**config.mk**
```make
export PLATFORM = sky130hd
export DESIGN_NAME = hazard_fwd_unit
export DESIGN_NICKNAME = d
export VERILOG_FILES = /design/src/rtl/hazard_fwd_unit.sv
export SDC_FILE = /design/constraint.sdc
export NUM_CORES = 1
export LEC_CHECK = 0
export BUFFER_PORTS_ARGS = -buffer_cell sky130_fd_sc_hd__buf_2
export CAP_MARGIN = 15
export CELL_PAD_IN_SITES_DETAIL_PLACEMENT = 1
export CELL_PAD_IN_SITES_GLOBAL_PLACEMENT = 1
export CORE_MARGIN = 2
export CORE_UTILIZATION = 30
export CTS_CLUSTER_DIAMETER = 120
export DETAILED_ROUTE_END_ITERATION = 7
export GPL_ROUTABILITY_DRIVEN = 0
export HOLD_SLACK_MARGIN = 0.08
export PLACE_DENSITY_LB_ADDON = 0.05
export SKIP_CTS_REPAIR_TIMING = 1
export SLEW_MARGIN = 10
export SYNTH_ARGS = -nofsm -noshare
export SYNTH_HDL_FRONTEND = slang
export SYNTH_SLANG_ARGS = --single-unit
```
**constraint.sdc**
```tcl
create_clock -name CLK -period 5.6 [get_ports CLK]
set_input_delay 0.28 -clock CLK [delete_from_list [all_inputs] [get_ports CLK]]
set_output_delay 0.28 -clock CLK [all_outputs]
set_load 0.01 [all_outputs]
```
**src/rtl/hazard_fwd_unit.sv**
```systemverilog
// hazard_fwd_unit: scoreboard-based hazard detection and operand forwarding
// for the ID stage of the pipelined RV32IM core.
// Tracks in-flight writers in stages EX..WB, forwards the youngest ready
// result to each ID operand, and stalls ID on a not-yet-ready producer.
// Optional: define HAZARD_PERF_EN to add the perf_stall_cnt / perf_fwd_cnt
// counter outputs.
module hazard_fwd_unit #(
  parameter int XLEN       = 32,
  parameter int RA_W       = 5,
  parameter int NUM_STAGES = 3,
  parameter int LOAD_STAGE = 1
) (
  input  logic                       CLK,
  input  logic                       RST,
  input  logic                       id_valid,
  input  logic [RA_W-1:0]            id_rs1,
  input  logic [RA_W-1:0]            id_rs2,
  input  logic                       id_rs1_used,
  input  logic                       id_rs2_used,
  input  logic [RA_W-1:0]            id_rd,
  input  logic                       id_we,
  input  logic                       id_is_load,
  input  logic [XLEN-1:0]            rf_rs1_data,
  input  logic [XLEN-1:0]            rf_rs2_data,
  input  logic [NUM_STAGES*XLEN-1:0] stage_data,
  input  logic                       hold,
  input  logic                       flush,
  output logic                       stall,
  output logic                       fwd_rs1_hit,
  output logic                       fwd_rs2_hit,
  output logic [XLEN-1:0]            fwd_rs1_data,
  output logic [XLEN-1:0]            fwd_rs2_data
`ifdef HAZARD_PERF_EN
  ,
  output logic [31:0]                perf_stall_cnt,
  output logic [31:0]                perf_fwd_cnt
`endif
);

  localparam int unsigned NS = NUM_STAGES;
  localparam int unsigned LS = LOAD_STAGE;

  // Scoreboard, index 0 = EX (youngest) .. NS-1 = WB (oldest)
  logic [NS-1:0] sb_valid;
  logic [NS-1:0] sb_we;
  logic [NS-1:0] sb_load;
  logic [RA_W-1:0] sb_rd [NS];
  logic          flush_pend;

  logic hazard1;
  logic hazard2;
  logic issue;

  // Operand resolution: scan oldest to youngest so the youngest match wins
  always_comb begin
    fwd_rs1_hit  = 1'b0;
    fwd_rs2_hit  = 1'b0;
    hazard1      = 1'b0;
    hazard2      = 1'b0;
    fwd_rs1_data = rf_rs1_data;
    fwd_rs2_data = rf_rs2_data;
    for (int unsigned k = 0; k < NS; k++) begin
      int unsigned i;
      logic        rdy;
      i   = NS - 1 - k;
      rdy = !sb_load[i] || (i >= LS);
      if (sb_valid[i] && sb_we[i] && (sb_rd[i] == id_rs1) && (id_rs1 != '0)) begin
        fwd_rs1_hit  = rdy;
        hazard1      = !rdy;
        fwd_rs1_data = rdy ? stage_data[i*XLEN +: XLEN] : rf_rs1_data;
      end
      if (sb_valid[i] && sb_we[i] && (sb_rd[i] == id_rs2) && (id_rs2 != '0)) begin
        fwd_rs2_hit  = rdy;
        hazard2      = !rdy;
        fwd_rs2_data = rdy ? stage_data[i*XLEN +: XLEN] : rf_rs2_data;
      end
    end
  end

  // Stall and issue decision; a pending or live flush squashes the ID instruction
  always_comb begin
    stall = id_valid && ((id_rs1_used && hazard1) || (id_rs2_used && hazard2));
    issue = id_valid && !stall && !(flush || flush_pend);
  end

  // Scoreboard shift; hold freezes entries but still records a flush
  always_ff @(posedge CLK or negedge RST) begin
    if (!RST) begin
      sb_valid   <= '0;
      sb_we      <= '0;
      sb_load    <= '0;
      flush_pend <= 1'b0;
      for (int unsigned i = 0; i < NS; i++) sb_rd[i] <= '0;
    end else if (hold) begin
      flush_pend <= flush_pend | flush;
    end else begin
      flush_pend <= 1'b0;
      sb_valid   <= {sb_valid[NS-2:0], issue};
      sb_we      <= {sb_we[NS-2:0],   issue & id_we};
      sb_load    <= {sb_load[NS-2:0], issue & id_is_load};
      for (int unsigned i = 1; i < NS; i++) sb_rd[i] <= sb_rd[i-1];
      sb_rd[0]   <= issue ? id_rd : '0;
    end
  end

`ifdef HAZARD_PERF_EN
  // Performance counters, free-running with natural 32-bit wrap
  always_ff @(posedge CLK or negedge RST) begin
    if (!RST) begin
      perf_stall_cnt <= '0;
      perf_fwd_cnt   <= '0;
    end else if (!hold) begin
      if (stall) perf_stall_cnt <= perf_stall_cnt + 32'd1;
      if (issue && (fwd_rs1_hit || fwd_rs2_hit)) perf_fwd_cnt <= perf_fwd_cnt + 32'd1;
    end
  end
`endif

endmodule

```
Word level (Yosys, flattened, before mapping)
Index checks and enable logic that the tools add are counted.
- muxes and demuxes: 18
- equality and inequality tests: 6
- reductions and logical operators: 27
- bitwise gates (word level): 3
- operators by type and width (operator ; number):
    $mux 32 ; 8
    $eq 5x5->1 ; 6
    $logic_and 1x1->1 ; 20
    $reduce_bool 5->1 ; 2
    $mux 1 ; 9
    $mux 5 ; 1
    $logic_not 1->1 ; 3
    $and 1x1->1 ; 2
    $logic_or 1x1->1 ; 2
    $or 1x1->1 ; 1
- input bits: 184
- bits in registers: 23
- output and inout bits: 67

Longest topological paths before layout
Gate-level depths: netlist of the first run.
- depth after elaboration: 11
- gate-level depth with buffers: 8

Worst setup path after synthesis of the first run
OpenSTA, ideal clock, no wires.
- path type: register to output
- start point: reg sb_rd[3] (netlist name)
- end point: out fwd_rs1_data[0]
- slack: 3.584 ns
- arrival: 1.736 ns
- data required time: 5.320 ns
- cell stages (with the launch flop): 8
- path through: dfrtp_1 > xnor2_1 > o211ai_2 > or3_1 > buf_6 > buf_12 > a221oi_2 > o22ai_1
- word-level cells in the longest chain between the ends: 6
- ends and longest elaborated chain (item ; RTL line ; source):
    from (decl) ; 47 ; logic [RA_W-1:0] sb_rd [NS];
    $eq 5x5->1 ; 67 ; if (sb_valid[i] && sb_we[i] && (sb_rd[i] == id_rs1) && (id_rs1 != '0)) begin
    $logic_and 1x1->1 (2 in a row) ; 67 ;
    $mux 32 (3 in a row) ; 67 ;
    to (decl) ; 31 ; output logic [XLEN-1:0] fwd_rs1_data,
Every way passes these cells.

Worst setup path in the final report of the first run
- start point: reg sb_valid[2]
- end point: out fwd_rs1_data[31]
- word-level cells in the longest chain between the ends: 6
- ends and longest elaborated chain (item ; RTL line ; source):
    from (decl) ; 44 ; logic [NS-1:0] sb_valid;
    from (signal assigned) ; 98 ; sb_valid <= {sb_valid[NS-2:0], issue};
    $logic_and 1x1->1 (3 in a row) ; 67 ;
    $mux 32 (3 in a row) ; 67 ;
Every way passes these cells.

==> results.yml, run 1 <==
status:
  status: "completed"
hold_path:
  hold_path_class: "input port to flip-flop"
  hold_end: "sb_rd[10]$_DFFE_PN0N_"
  hp-start: "id_rd[0]"
  hold_depth: 3
job:
  maxCapViolations: 0
sta:
  tns_ns: 0
  rsz0062_at_grt: "no"
  holdWs_ns: 0.242
  setup_viol_count_final: 0
  max_freq_ghz: 0.283
  period_needed_ns: 3.53
  final_hold_viol_count: 0
  final.period_utilization: 0.630
  skew_ns: 0.00410
  tightestPinTransition_ns: 1.10
  fin_ws_ns: 2.07
  maxSlewHeadroom: 0.266
  report.final.slew_viol_count: 0
floorplanning:
  start_util: 0.307
  die_x_um: 120
  die_area_um2: 14400
  num_rows: 42
  io-pin-count: 251
  die_h_um: 120
  core-area_um2: 13200
critical_path:
  crit_path_start_kind: "flip-flop"
  worstPathCellList: "nand2_1 > or3_2 > a221oi_2 > o22ai_1 > buf_2"
  reg2reg_slack_ns: 3.37
  worstSetupPathType: "flip-flop to output port"
  worstSetupEndpointType: "output port"
  critPathSlowestCell: "dfrtp_1"
  crit_fanout: 34
  cpPeakStageDelay_ns: 1.05
  cp_num_buf_inv: 1
  crit_family: "simple AND/OR/NAND/NOR gates"
  r2r_end: "sb_valid[0]$_DFFE_PN0N_"
  cp.arrival_ns: 3.25
  reg2reg_depth: 5
  r2r_start: "sb_rd[13]$_DFFE_PN0N_"
  cp.required_ns: 5.32
clock_tree:
  clk_latency_ns: 0.27
  ctsLongestPathBuffers: 2
  cts_root_buf: "clkbuf_16"
  cts-buffers-inserted: 3
  clock_sinks: 23
  h-tree-depth: 1
  cts_tree: "done"
  clk_pin_slew_ns: 0.07
detailed_routing:
  wl_um: 20000
  dr.pass1.iters: 4
  routed_via_density: 5.84
  ant_nets: 0
  drc: 0
  wire_per_inst_um: 22.4
  vias: 5202
  first_iter_violations: 266
grt:
  grt_overflow_total: 0
  grt_max_degree: 95
  track_usage: 0.267
  grt_pass1_vias: 5387
  antenna_found_initial: 6
  grt_pass1_wl_um: 30400
logic_synthesis:
  syn_avg_cell_area_um2: 7.90
  yosys.cell_types.count: 41
  synthCells: 512
  yosysWarnings: 0
  syn_area_um2: 4050
  synth_seq_cells: 23
  synthesis.nets: 696
  ys_seq_area_frac: 0.142
placed_design:
  placedInstanceArea_um2: 5170
  pre_cts_ws_ns: 2.40
  port_buffers: 250
  place_inst: 881
  hpwlAfterDp_um: 14000
layout:
  areaGrowthSynthToFinish_pct: 30.5
  design_area_um2: 5280
  drive_above_1_share: 0.452
  instances_no_fill: 891
  utilization: 0.400
  fin_nets: 895
pwr:
  irDropWorstVdd_uv: 120
  combPwrFrac: 0.409
  p_sw_uw: 241
  p_leak_nw: 2.38
  sequentialPowerShare: 0.328
  p_clk_frac: 0.263
  internal_power_uw: 411
  p_total_uw: 651
  power.density_nw_per_um2: 123
  switching_share: 0.370
-- cells in the mapped netlist, drive strengths merged --
| library cell | n | area [um2] |
|---|---|---|
| a211oi | 1 | 7.51 |
| a21oi | 53 | 269 |
| a221oi | 64 | 767 |
| a31oi | 2 | 12.5 |
| and2 | 4 | 25.0 |
| and3 | 32 | 200 |
| buf | 28 | 272 |
| clkbuf | 33 | 128 |
| dfrtp | 23 | 576 |
| inv | 8 | 30.0 |
| mux2 | 14 | 158 |
| mux2i | 12 | 120 |
| nand2 | 13 | 48.8 |
| nand3 | 1 | 5.00 |
| nand3b | 1 | 7.51 |
| nand4 | 4 | 25.0 |
| nor2 | 9 | 38.8 |
| nor2b | 27 | 169 |
| nor3 | 1 | 5.00 |
| nor4 | 2 | 18.8 |
| o211ai | 1 | 12.5 |
| o21ai | 71 | 355 |
| o22ai | 59 | 383 |
| o31ai | 7 | 52.6 |
| or2 | 6 | 37.5 |
| or3 | 2 | 12.5 |
| or4 | 5 | 56.3 |
| xnor2 | 19 | 166 |
| xor2 | 10 | 87.6 |
-- registers in the layout (all words and copies together) (netlist names) --
signal,flops
sb_rd,15
flush_pend,1
sb_valid,3
sb_load,1
sb_we,3
-- metal layers --
layer  part of all wire  wire length [um]  track usage
met5            0.00065                13            0
met4              0.021               421       0.0897
met3              0.065              1290       0.0375
met2               0.51             10200        0.470
met1               0.40              8030        0.331
-- area by class of cell --
class	count	area [um2]
clock inverter	1	7.51
inverter	8	30.0
clock buffer	3	75.1
fill	1707	7910
sequential	23	579
timing repair buffer	255	1290
tap	176	220
multi-input combinational	420	3060
antenna	5	12.5
-- worst max path at each step --
stage,startpoint,to,slack [ns],cells after the start
final,sb_valid[2]$_DFFE_PN0N_,fwd_rs1_data[31],2.07,5
after global routing,sb_valid[2]$_DFFE_PN0N_,fwd_rs1_data[1],1.80,5
after CTS,sb_valid[2]$_DFFE_PN0N_,fwd_rs1_data[1],2.09,5
after detailed placement,sb_valid[2]$_DFFE_PN0N_,fwd_rs1_data[1],2.40,5
after global placement,sb_valid[2]$_DFFE_PN0N_,fwd_rs1_data[31],2.42,5
after floorplan,sb_rd[3]$_DFFE_PN0N_,fwd_rs1_data[0],3.58,7
-- cell usage in the layout, fill, tap and decap left out, types with 12 or more instances in the layout --
cell	count
xnor2_1	19
mux2_2	14
a221oi_2	33
and3_1	32
nor2b_1	27
nand2_1	13
o22ai_1	58
mux2i_1	12
o21ai_0	62
a221oi_1	31
dfrtp_1	22
a21oi_1	52
buf_2	250
-- power groups by stage --
stage | Sequential (mW) | Clock (mW) | Combinational, mW
2_1_floorplan | 0.189 | 0 | 0.153
3_3_place_gp | 0.215 | 0 | 0.259
3_5_place_dp | 0.216 | 0 | 0.265
4_1_cts | 0.213 | 0.170 | 0.267
5_1_grt | 0.217 | 0.178 | 0.292
6_report | 0.213 | 0.171 | 0.267
-- worst min-delay path: stages --
cell	delay, ns
buf_2	0.09
inv_1	0.04
o31ai_1	0.06
-- kinds of logic (layout without fill, tap and decap cells) --
kind of cell / Yosys count / after routing / share of synthesized area
and+or+nand+nor: 107 / 107 / 0.161
muxes: 26 / 26 / 0.0687
xor gates and xnor gates: 29 / 29 / 0.0628
DFF: 23 / 23 / 0.142
other: 0 / 5 / 0
buffers and inverters: 69 / 267 / 0.106
AOI/OAI and AO/OA: 258 / 258 / 0.460
No activity file was read; power rests on OpenSTA's default activity.
==> run 2: changes to the inputs <==
clock period = 3.6 ns   (was 5.6 ns; I/O delays follow)
==> run 2 against run 1 <==
Sequential cell count is the same. Total power up 55%. Critical path type unchanged. Clock-buffer cell count unchanged. Clock skew increased by 0.00061 ns. Largest power group unchanged. Cell count grew 1.0%. Critical endpoint is now fwd_rs1_data[1].
==> results.yml, run 2 (synthesized netlist as in run 1, its figures left out) <==
floorplanning:
  core-area_um2: 13200
  start_util: 0.307
  io-pin-count: 251
  die_x_um: 120
  num_rows: 42
  die_area_um2: 14400
  die_h_um: 120
layout:
  final_cell_mix: "buf_2, o21ai_0, o22ai_1, a21oi_1, a221oi_2"
  areaGrowthSynthToFinish_pct: 32.3
  fin_nets: 906
  largest_reg_flops: 15
  regMostFlops: "sb_rd"
  reg.largest.list: "sb_rd x15, sb_valid x3, sb_we x3"
  final_common_cell: "buf_2"
  drive_above_1_share: 0.460
sta:
  final.period_utilization: 0.807
  rsz0062_at_grt: "no"
  period_needed_ns: 2.91
  report.final.slew_viol_count: 0
  maxSlewHeadroom: 0.446
  skew_ns: 0.00471
  tns_ns: 0
  max_freq_ghz: 0.344
  setup_viol_count_final: 0
  final_hold_viol_count: 0
  holdWs_ns: 0.156
  tightestPinTransition_ns: 0.831
detailed_routing:
  routed_via_density: 5.94
  ant_nets: 0
  drc: 0
  vias: 5342
  first_iter_violations: 385
  dr.pass1.iters: 5
  wire_per_inst_um: 22.4
  wl_um: 20100
critical_path:
  crit_path_start_kind: "flip-flop"
  worstSetupEndpointType: "output port"
  reg2reg_depth: 5
  cp.required_ns: 3.42
  crit_fanout: 18
  cp.arrival_ns: 2.73
  worstSetupPathType: "flip-flop to output port"
placed_design:
  port_buffers: 250
  hpwlAfterDp_um: 14700
clock_tree:
  clk_pin_slew_ns: 0.07
  clk_latency_ns: 0.26
  cts-buffers-inserted: 3
  cts_root_buf: "clkbuf_16"
  ctsLongestPathBuffers: 2
  h-tree-depth: 1
  cts_tree: "done"
  clock_sinks: 23
status:
  status: "completed"
pwr:
  power.density_nw_per_um2: 189
  sequentialPowerShare: 0.304
  internal_power_uw: 642
  irDropWorstVdd_uv: 214
  combPwrFrac: 0.447
  p_leak_nw: 2.44
  p_sw_uw: 367
  p_clk_frac: 0.249
  switching_share: 0.364
grt:
  grt_pass1_vias: 5424
  antenna_found_initial: 3
  grt_max_degree: 74
  grt_overflow_total: 0
  grt_pass1_wl_um: 30400
  track_usage: 0.265
hold_path:
  hold_path_class: "input port to flip-flop"
  hold_depth: 3
job:
  maxCapViolations: 0
==> run 2: changes by cell type in the layout (fill, tap and decap cells not counted) <==
cell / delta
buf_4: +11
diode_2: -2
clkinv_2: +1
clkinvlp_4: -1
==> run 2: power groups by stage <==
stage | Sequential [mW] | Combinational (mW) | Clock, mW
floorplan | 0.295 | 0.238 | 0
global placement | 0.311 | 0.438 | 0
detailed placement | 0.312 | 0.447 | 0
CTS | 0.307 | 0.450 | 0.253
global route | 0.311 | 0.489 | 0.262
finish | 0.307 | 0.451 | 0.251
==> run 2: final cells by class <==
cell class | count | area, um2
flip-flops and latches | 23 | 579
multi-input cells | 420 | 3060
fillers | 1728 | 7840
well taps | 176 | 220
repair buffers | 266 | 1370
clock inverters | 1 | 5.00
clock buffers | 3 | 75.1
inverters | 8 | 30.0
diodes | 3 | 7.51
==> run 2: final timing paths <==
path                                  startpoint                      end  slack (ns)
setup / recovery            sb_rd[3]$_DFFE_PN0N_          fwd_rs1_data[1]        0.69
hold / removal                          id_rd[2]    sb_rd[12]$_DFFE_PN0N_        0.16
setup reg to reg           sb_rd[12]$_DFFE_PN0N_  sb_valid[0]$_DFFE_PN0N_        1.36
hold reg to reg             flush_pend$_DFF_PN0_     flush_pend$_DFF_PN0_        0.52
max in group asynchronous                    RST   sb_load[0]$_DFFE_PN0N_        2.72
min in group asynchronous                    RST     sb_rd[2]$_DFFE_PN0N_        0.44
==> run 2: routing by layer <==
layer  up-vias  GRT usage  share of wire
met2       212      0.477           0.51
met3        27     0.0266          0.053
li1       2448          -              -
met1      2655      0.333           0.41
met4         0     0.0772          0.021
met5         -          0              0
==> run 2: stage by stage <==
step / setup WS, ns / cell area (um2) / power, mW / cells / utilization
2_1_floorplan: 1.68 / 4050 / 0.532 / 512 / -
3_5_place_dp: 0.989 / 5260 / 0.760 / 892 / 0.398
5_1_grt: 0.586 / 5350 / 1.06 / 900 / 0.406
3_3_place_gp: 1.03 / 5260 / 0.750 / 892 / 0.398
4_1_cts: 0.696 / 5340 / 1.01 / 896 / 0.404
6_report: 0.693 / 5350 / 1.01 / 900 / 0.406
==> run 2: worst max-delay path: stages, from the launching register on <==
cell      delay [ns]
dfrtp_1         0.42
xnor2_1         0.21
o211ai_2        0.16
nor2_4          0.61
buf_4           0.42
a221oi_1        0.12
o21ai_0         0.32
buf_2           0.19
==> run 3: changes to the inputs <==
clock period = 2.9 ns   (was 3.6 ns; I/O delays follow)
==> run 3 against run 2 <==
Register-to-register slack got worse by 0.65 ns. Global-route usage is 0.50 points higher. Utilization up 0.30 points. Hold slack got worse by 0.030 ns. First-iteration DRC count down 6.5%. Final area is 0.75% higher. Via count down 0.15%. Largest power group unchanged. Critical path depth unchanged.
==> results.yml, run 3 (synthesized netlist as in run 1, its figures left out) <==
pwr:
  p_sw_uw: 450
  internal_power_uw: 799
  power.density_nw_per_um2: 232
  irDropWorstVdd_uv: 393
  p_leak_nw: 2.46
  combPwrFrac: 0.453
  switching_share: 0.361
  sequentialPowerShare: 0.304
  p_clk_frac: 0.243
floorplanning:
  start_util: 0.307
  die_area_um2: 14400
  num_rows: 42
  die_h_um: 120
  core-area_um2: 13200
  die_x_um: 120
  io-pin-count: 251
detailed_routing:
  first_iter_violations: 360
  drc: 0
  wire_per_inst_um: 22.5
  vias: 5334
  dr.pass1.iters: 5
  routed_via_density: 5.91
  wl_um: 20300
  ant_nets: 0
grt:
  use_met1: 0.340
  grt_busiest_layer: "met2"
  grt_use_met3: 0.0304
  grt_pass1_vias: 5575
  grt_pass1_wl_um: 31000
  antenna_found_initial: 3
  grt_max_degree: 68
  track_usage: 0.270
  grt_overflow_total: 0
  met2_usage: 0.484
sta:
  maxSlewHeadroom: 0.338
  final_hold_viol_count: 0
  tns_ns: 0
  report.final.slew_viol_count: 0
  fin_ws_ns: 0.152
  period_needed_ns: 2.75
  tightestPinTransition_ns: 0.991
  max_freq_ghz: 0.364
  final.period_utilization: 0.948
  rsz0062_at_grt: "no"
  setup_viol_count_final: 0
  skew_ns: 0.00227
layout:
  reg.largest.list: "sb_rd x15, sb_valid x3, sb_we x3"
  largest_reg_flops: 15
  regMostFlops: "sb_rd"
  final_common_cell: "buf_2"
  drive_above_1_share: 0.462
  final_cell_mix: "buf_2, o21ai_0, o22ai_1, a21oi_1, a221oi_2"
  fin_nets: 908
  areaGrowthSynthToFinish_pct: 33.3
  instances_no_fill: 902
critical_path:
  worstPathCellList: "xnor2_1 > o211ai_2 > or3_2 > buf_4 > a221oi_1 > o21ai_0 > buf_2"
  crit_fanout: 33
  critPathSlowestCell: "or3_2"
  crit_path_start_kind: "flip-flop"
  cp.arrival_ns: 2.60
  cpPeakStageDelay_ns: 0.49
  cp.required_ns: 2.76
  worstSetupPathType: "flip-flop to output port"
  worstSetupEndpointType: "output port"
job:
  maxCapViolations: 0
placed_design:
  port_buffers: 250
  hpwlAfterDp_um: 14700
  pre_cts_ws_ns: 0.337
  place_inst: 894
clock_tree:
  clk_pin_slew_ns: 0.06
  h-tree-depth: 1
  cts_tree: "done"
  clock_sinks: 23
  ctsLongestPathBuffers: 2
  cts_root_buf: "clkbuf_16"
  cts-buffers-inserted: 3
  clk_latency_ns: 0.26
status:
  status: "completed"
hold_path:
  hold_path_class: "input port to flip-flop"
-- run 3: layer usage --
metal / up-vias / wire (um)
met1: 2643 / 8570
met2: 210 / 10300
met5: - / 11
met3: 26 / 1040
met4: 2 / 353
li1: 2453 / -
-- run 3: path summary, 6_finish.rpt --
path                       slack, ns                 endpoint               startpoint  cells past startpoint
setup reg to reg                0.71  sb_valid[0]$_DFFE_PN0N_    sb_rd[13]$_DFFE_PN0N_                      5
hold / removal                  0.13     sb_we[0]$_DFFE_PN0N_                    id_we                      3
hold reg to reg                 0.51  sb_valid[0]$_DFFE_PN0N_  sb_valid[0]$_DFFE_PN0N_                      2
min in group asynchronous       0.41     sb_rd[7]$_DFFE_PN0N_                      RST                      2
setup / recovery                0.15          fwd_rs1_data[1]     sb_rd[3]$_DFFE_PN0N_                      7
max in group asynchronous       2.07   sb_load[0]$_DFFE_PN0N_                      RST                      2
-- run 3: critical path: cells and delay by family, from the launching register on --
kind                   cells  cell delay, ns
AND/OR/NAND/NOR            1            0.49
AO/OA/AOI/OAI              3            0.69
XOR/XNOR                   1            0.22
flip-flops                 1            0.42
buffers and inverters      2            0.52
-- run 3: final cells by class --
type	count	area (um2)
Fill cell	1688	7800
Multi-Input combinational cell	420	3060
Timing Repair Buffer	268	1410
Sequential cell	23	579
Tap cell	176	220
Clock buffer	3	75.1
Inverter	8	30.0
Antenna cell	3	7.51
Clock inverter	1	5.00
-- run 3: power groups by stage --
stage / sequential (mW) / combinational (mW) / clock [mW]
2_1_floorplan: 0.366 / 0.295 / 0
5_1_grt: 0.383 / 0.614 / 0.328
3_3_place_gp: 0.385 / 0.547 / 0
6_report: 0.380 / 0.566 / 0.303
4_1_cts: 0.380 / 0.563 / 0.311
3_5_place_dp: 0.386 / 0.560 / 0
-- run 3: per-stage QoR --
step / area (um2) / hold WS (ns) / utilization / total power, mW
2_1_floorplan: 4050 / -0.151 / - / 0.661
3_3_place_gp: 5300 / 0.159 / 0.401 / 0.932
3_5_place_dp: 5300 / 0.160 / 0.401 / 0.946
4_1_cts: 5380 / -0.112 / 0.408 / 1.25
5_1_grt: 5390 / 0.142 / 0.409 / 1.32
6_report: 5390 / 0.126 / 0.409 / 1.25
